===== config.mk =====
export PLATFORM = sky130hd
export DESIGN_NAME = bcd_converter_seq
export DESIGN_NICKNAME = d
export VERILOG_FILES = /design/src/rtl/bcd_pkg.sv /design/src/rtl/bcd_digit_adj.sv /design/src/rtl/bcd_converter_seq.sv
export SDC_FILE = /design/constraint.sdc
export NUM_CORES = 1
export LEC_CHECK = 0
export BUFFER_PORTS_ARGS = -buffer_cell sky130_fd_sc_hd__buf_4
export CAP_MARGIN = 20
export CORE_MARGIN = 3
export CORE_UTILIZATION = 40
export CTS_BUF_LIST = sky130_fd_sc_hd__clkbuf_8
export DETAILED_ROUTE_END_ITERATION = 10
export GPL_ROUTABILITY_DRIVEN = 1
export HOLD_SLACK_MARGIN = 0.08
export SKIP_LAST_GASP = 1
export SYNTH_ARGS = -nofsm -noshare
export SYNTH_HDL_FRONTEND = slang
export SYNTH_SLANG_ARGS = --single-unit

===== constraint.sdc =====
create_clock -name clock -period 1.8 [get_ports clock]
set_clock_uncertainty 0.15 [all_clocks]
set_input_delay 0 -clock clock [delete_from_list [all_inputs] [get_ports clock]]
set_output_delay 0 -clock clock [all_outputs]
set_load 0.05 [all_outputs]

===== src/rtl/bcd_pkg.sv =====
// rtl/bcd_pkg.sv - shared types and sizing helper for the sequential binary-to-BCD converter
package bcd_pkg;

  typedef enum logic [1:0] {
    IDLE  = 2'd0,
    SHIFT = 2'd1,
    DONE  = 2'd2
  } bcd_state_e;

  // ceil(width * log10(2)), with log10(2) approximated as 0.30103
  function automatic int bcd_min_digits(input int width);
    return (width * 30103 + 99999) / 100000;
  endfunction

endpackage


===== src/rtl/bcd_digit_adj.sv =====
// rtl/bcd_digit_adj.sv - one double-dabble digit correction: add 3 when the digit is 5 or more
module bcd_digit_adj (
  input  logic [3:0] din,
  output logic [3:0] dout
);

  always_comb begin
    dout = din;
    if (din >= 4'd5) begin
      dout = din + 4'd3;
    end
  end

endmodule


===== src/rtl/bcd_converter_seq.sv =====
// rtl/bcd_converter_seq.sv - sequential shift-add-3 binary-to-BCD converter, one input bit per clock
module bcd_converter_seq
  import bcd_pkg::*;
#(
  parameter int WIDTH  = 16,
  parameter int DIGITS = 5,
  parameter bit SIGNED = 1'b0
) (
  input  logic                  clock,
  input  logic                  reset,
  input  logic                  start,
  input  logic [WIDTH-1:0]      bin,
  output logic                  busy,
  output logic                  done,
  output logic [4*DIGITS-1:0]   bcd,
  output logic                  negative,
  output logic                  overflow
);

  localparam int BW = 4 * DIGITS;
  localparam int CW = (WIDTH > 1) ? $clog2(WIDTH) : 1;
  localparam logic [CW-1:0] CNT_LOAD = CW'(WIDTH - 1);

  bcd_state_e        state_q, state_d;
  logic [CW-1:0]     cnt_q, cnt_d;
  logic [WIDTH-1:0]  shreg_q, shreg_d;
  logic [BW-1:0]     acc_q, acc_d;
  logic              ovf_q, ovf_d;
  logic              sign_q, sign_d;
  logic [BW-1:0]     bcd_q, bcd_d;
  logic              negative_q, negative_d;
  logic              overflow_q, overflow_d;
  logic              busy_q, busy_d;
  logic              done_q, done_d;

  logic              neg_in;
  logic [WIDTH-1:0]  mag;
  logic [BW-1:0]     adj;
  logic [BW-1:0]     acc_shift;
  logic              carry;

  // -2^(WIDTH-1) negates to itself, which read as unsigned is the correct magnitude
  assign neg_in = SIGNED && bin[WIDTH-1];
  assign mag    = neg_in ? (~bin + WIDTH'(1)) : bin;

  for (genvar g = 0; g < DIGITS; g++) begin : g_adj
    bcd_digit_adj u_adj (
      .din  (acc_q[4*g +: 4]),
      .dout (adj[4*g +: 4])
    );
  end

  assign carry     = adj[BW-1];
  assign acc_shift = {adj[BW-2:0], shreg_q[WIDTH-1]};

  always_comb begin
    state_d    = state_q;
    cnt_d      = cnt_q;
    shreg_d    = shreg_q;
    acc_d      = acc_q;
    ovf_d      = ovf_q;
    sign_d     = sign_q;
    bcd_d      = bcd_q;
    negative_d = negative_q;
    overflow_d = overflow_q;
    busy_d     = 1'b0;
    done_d     = 1'b0;
    case (state_q)
      IDLE, DONE: begin
        state_d = IDLE;
        if (start) begin
          state_d = SHIFT;
          busy_d  = 1'b1;
          shreg_d = mag;
          acc_d   = '0;
          ovf_d   = 1'b0;
          cnt_d   = CNT_LOAD;
          sign_d  = neg_in;
        end
      end
      SHIFT: begin
        acc_d   = acc_shift;
        shreg_d = {shreg_q[WIDTH-2:0], 1'b0};
        ovf_d   = ovf_q | carry;
        cnt_d   = cnt_q - CW'(1);
        if (cnt_q == '0) begin
          // results are published only on the edge that enters DONE
          state_d    = DONE;
          done_d     = 1'b1;
          bcd_d      = acc_shift;
          overflow_d = ovf_q | carry;
          negative_d = sign_q;
        end else begin
          busy_d = 1'b1;
        end
      end
      default: begin
        state_d = IDLE;
      end
    endcase
  end

  always_ff @(posedge clock or posedge reset) begin
    if (reset) begin
      state_q    <= IDLE;
      cnt_q      <= '0;
      shreg_q    <= '0;
      acc_q      <= '0;
      ovf_q      <= 1'b0;
      sign_q     <= 1'b0;
      bcd_q      <= '0;
      negative_q <= 1'b0;
      overflow_q <= 1'b0;
      busy_q     <= 1'b0;
      done_q     <= 1'b0;
    end else begin
      state_q    <= state_d;
      cnt_q      <= cnt_d;
      shreg_q    <= shreg_d;
      acc_q      <= acc_d;
      ovf_q      <= ovf_d;
      sign_q     <= sign_d;
      bcd_q      <= bcd_d;
      negative_q <= negative_d;
      overflow_q <= overflow_d;
      busy_q     <= busy_d;
      done_q     <= done_d;
    end
  end

  assign busy     = busy_q;
  assign done     = done_q;
  assign bcd      = bcd_q;
  assign negative = negative_q;
  assign overflow = overflow_q;

endmodule


==> flow_summary.ini <==
[clock_tree]
worst_skew_pair.late_latency_ps = 340
buffers_from_clock_root_to_sink_at_most = 2
cts_root_buffer = clkbuf_8
h-tree-depth = 3
cts.sink_count = 66
cts.reportedPaths.clkPinSlew_ps = 70
cts_made_buffers = 9
cts_tree = built

[route]
drt_pre_antenna_iters = 4
dr.first_iter.drc_count = 94
vias = 2300
wl_per_cell_um = 13.7
wl_um = 6240
route.detailed.drc = 0
drt.antenna.violating_nets = 0
post_drt_via_cell_ratio = 5.07

[job]
cap_violations = 0

[grt]
via_count_of_the_first_global_routing_pass = 2359
grt_first_pass_wirelength_um = 10800
grt_remaining_overflow = 0
globalRouteTotalUtil_pct = 15.8
antenna_found_initial = 0
grt_start_max_net_pins = 67

[timing]
layout_setup_ws_ps = 99.8
drv_slew = 0
shortest_clock_period_the_worst_path_allows_after_layout_ps = 1700
timing.final.crit_share_pct = 94.5
rsz_0062_raised_after_global_routing = true
setup_viol = 0
finalHoldViolations = 0
fmax_mhz = 588

[final_layout]
filler_cell_count = 708
fin_util_pct = 53.4
num-nets-final = 381
final_common_cell = dfrtp_1
diodes = 0
finished_layout_cell_area_sq_um = 3890
drive_gt1_share_pct = 25.9
syn2layout_area_growth_pct = 28.2
final_standard_cell_count_with_taps_included_and_fillers_excluded = 454
most-common-layout-cells = 66 x dfrtp_1, 53 x nand2_1, 51 x buf_4

[floorplan]
fp.dieArea_sq_um = 8680
initial_core_util_pct = 41.7
floorplan.die.height_um = 93.2
core_area_sq_um = 7290
die_x_extent_um = 93.2
ioPinCount = 43
core.rowCount = 31

[power_and_ir_drop]
clkPwrFrac_pct = 15.4
p_total_mw = 7.69
power.density_cell_area_nw_per_um2 = 1970
pwr-share-comb_pct = 50.2
irDropWorstVdd_mv = 0.717
p_switching_mw = 3.32
switching_share_pct = 43.2
seq_power_share_pct = 34.4
intPower_mw = 4.36
p_leak_nw = 1.83

[place]
place_ws_ps = 66.5
port_buf_inserts = 41
dp_hpwl_um = 3940
routabilityCongestion = 0.750
placedInstanceArea_sq_um = 3480
placed_cells_incl_taps = 421

[setup_path]
critical_path_peak_fanout = 4
crit_type = flop to flop
crit_required_ps = 1910
setup_crit_start = acc_q[17]
cp_data_arrival_time_ps = 1810
category_of_the_worst_setup_path_launch_point = flop
worstReg2RegStart = acc_q[17]
timing.critical_path.to_type = flop

[logic_synthesis]
synthesized_net_count = 315
ys_seq_area_share_pct = 54.4
synth.cell_area_sq_um = 3040
yosysUniqueCellTypes = 35
post_synth.cell_area_avg_sq_um = 10.7
synth.ff_latch_count = 66
ys_warn_count = 0
synthesis.instances = 285

[min_path]
min-delay-path-class = primary input to asynchronous set/reset pin

[run_status]
run_status = completed
==> path summary, 6_finish.rpt <==
path                       cells after the start           to  slack [ps]
max in group asynchronous                      4      bcd[16]        1060
hold reg to reg                                2      bcd[16]         330
min in group clock                             4   shreg_q[6]         280
hold / removal                                 4  shreg_q[10]         150
setup / recovery                               6    acc_q[18]         100
setup reg to reg                               6    acc_q[18]         100
==> per-layer routing <==
metal	part of all wire, %	vias to the layer above	GRT usage (%)
li1	-	1126	-
met3	4.6	9	3.14
met1	46	1113	19.4
met2	48	52	26.4
met5	0	-	0
met4	1.3	0	7.94
==> critical path, cell delays in order (launching register included) <==
cell,delay (ps)
dfrtp_1,370
inv_1,120
ha_2,210
nand2b_1,80
a21oi_2,190
mux2_2,370
o21ai_0,140
==> logic make-up (layout without fill, tap and decap cells) <==
logic type | Yosys count | in the layout | share of synthesized area [%]
compound gates | 81 | 81 | 17.8
xor+xnor | 6 | 6 | 1.73
fa+ha+maj | 11 | 11 | 4.53
buf+inv | 30 | 100 | 5.02
flops | 66 | 66 | 54.4
mux | 11 | 11 | 3.91
other cells | 1 | 1 | 0.123
simple gates | 79 | 79 | 12.5
==> power by group through the flow <==
stage          Combinational [mW]  Clock [mW]  Sequential [mW]
2_1_floorplan                2.02           0             3.35
3_3_place_gp                 3.64           0             2.65
3_5_place_dp                 3.70           0             2.66
4_1_cts                      3.75        1.23             2.63
5_1_grt                      4.27        1.29             2.75
6_report                     3.86        1.19             2.64
==> flip-flops by register name (all words and copies together) (netlist names) <==
register  cells
acc_q        20
busy          1
done          1
overflow      1
state_q       2
shreg_q      16
ovf_q         1
cnt_q         4
bcd          20
==> cells in the mapped netlist, drive strengths merged <==
cell type / count / area (sq um)
a22o: 7 / 61.3
o31ai: 5 / 37.5
conb: 1 / 3.75
buf: 15 / 93.8
ha: 11 / 138
xnor2: 5 / 43.8
nand2b: 7 / 43.8
a32o: 5 / 50.1
xor2: 1 / 8.76
nand2: 55 / 211
a22oi: 16 / 120
nand3: 1 / 5.00
a2bb2oi: 1 / 8.76
dfrtp: 66 / 1650
a21oi: 15 / 90.1
nor3: 1 / 5.00
mux2i: 4 / 40.0
a31oi: 1 / 6.26
nor2b: 2 / 12.5
o22ai: 7 / 43.8
a211oi: 1 / 7.51
mux2: 7 / 78.8
o21ai: 23 / 115
nor2: 2 / 15.0
inv: 15 / 58.8
nor3b: 11 / 87.6
==> area by class of cell <==
class	instances	area (sq um)	share of cell area, %
sequential	66	1650	42.4
multi-input combinational	189	1290	33.0
timing repair buffer	70	583	15.0
clock buffer	10	138	3.53
tap	99	124	3.18
inverter	15	65.1	1.67
clock inverter	5	47.5	1.22
==> metrics by stage <==
stage          hold slack (ps)  TNS [ps]
3_5_place_dp             -22.9         0
3_3_place_gp             -20.1         0
4_1_cts                    158         0
5_1_grt                    212     -52.7
2_1_floorplan            -10.3         0
6_report                   153         0
==> repair_timing <==
item,CTS,global route
hold buffers,18,0
resized for setup,0,14
endpoints found under the hold margin,87,0
buffers inserted,0,0
endpoints found under the setup margin,0,13
No activity file was read; power rests on OpenSTA's default activity.
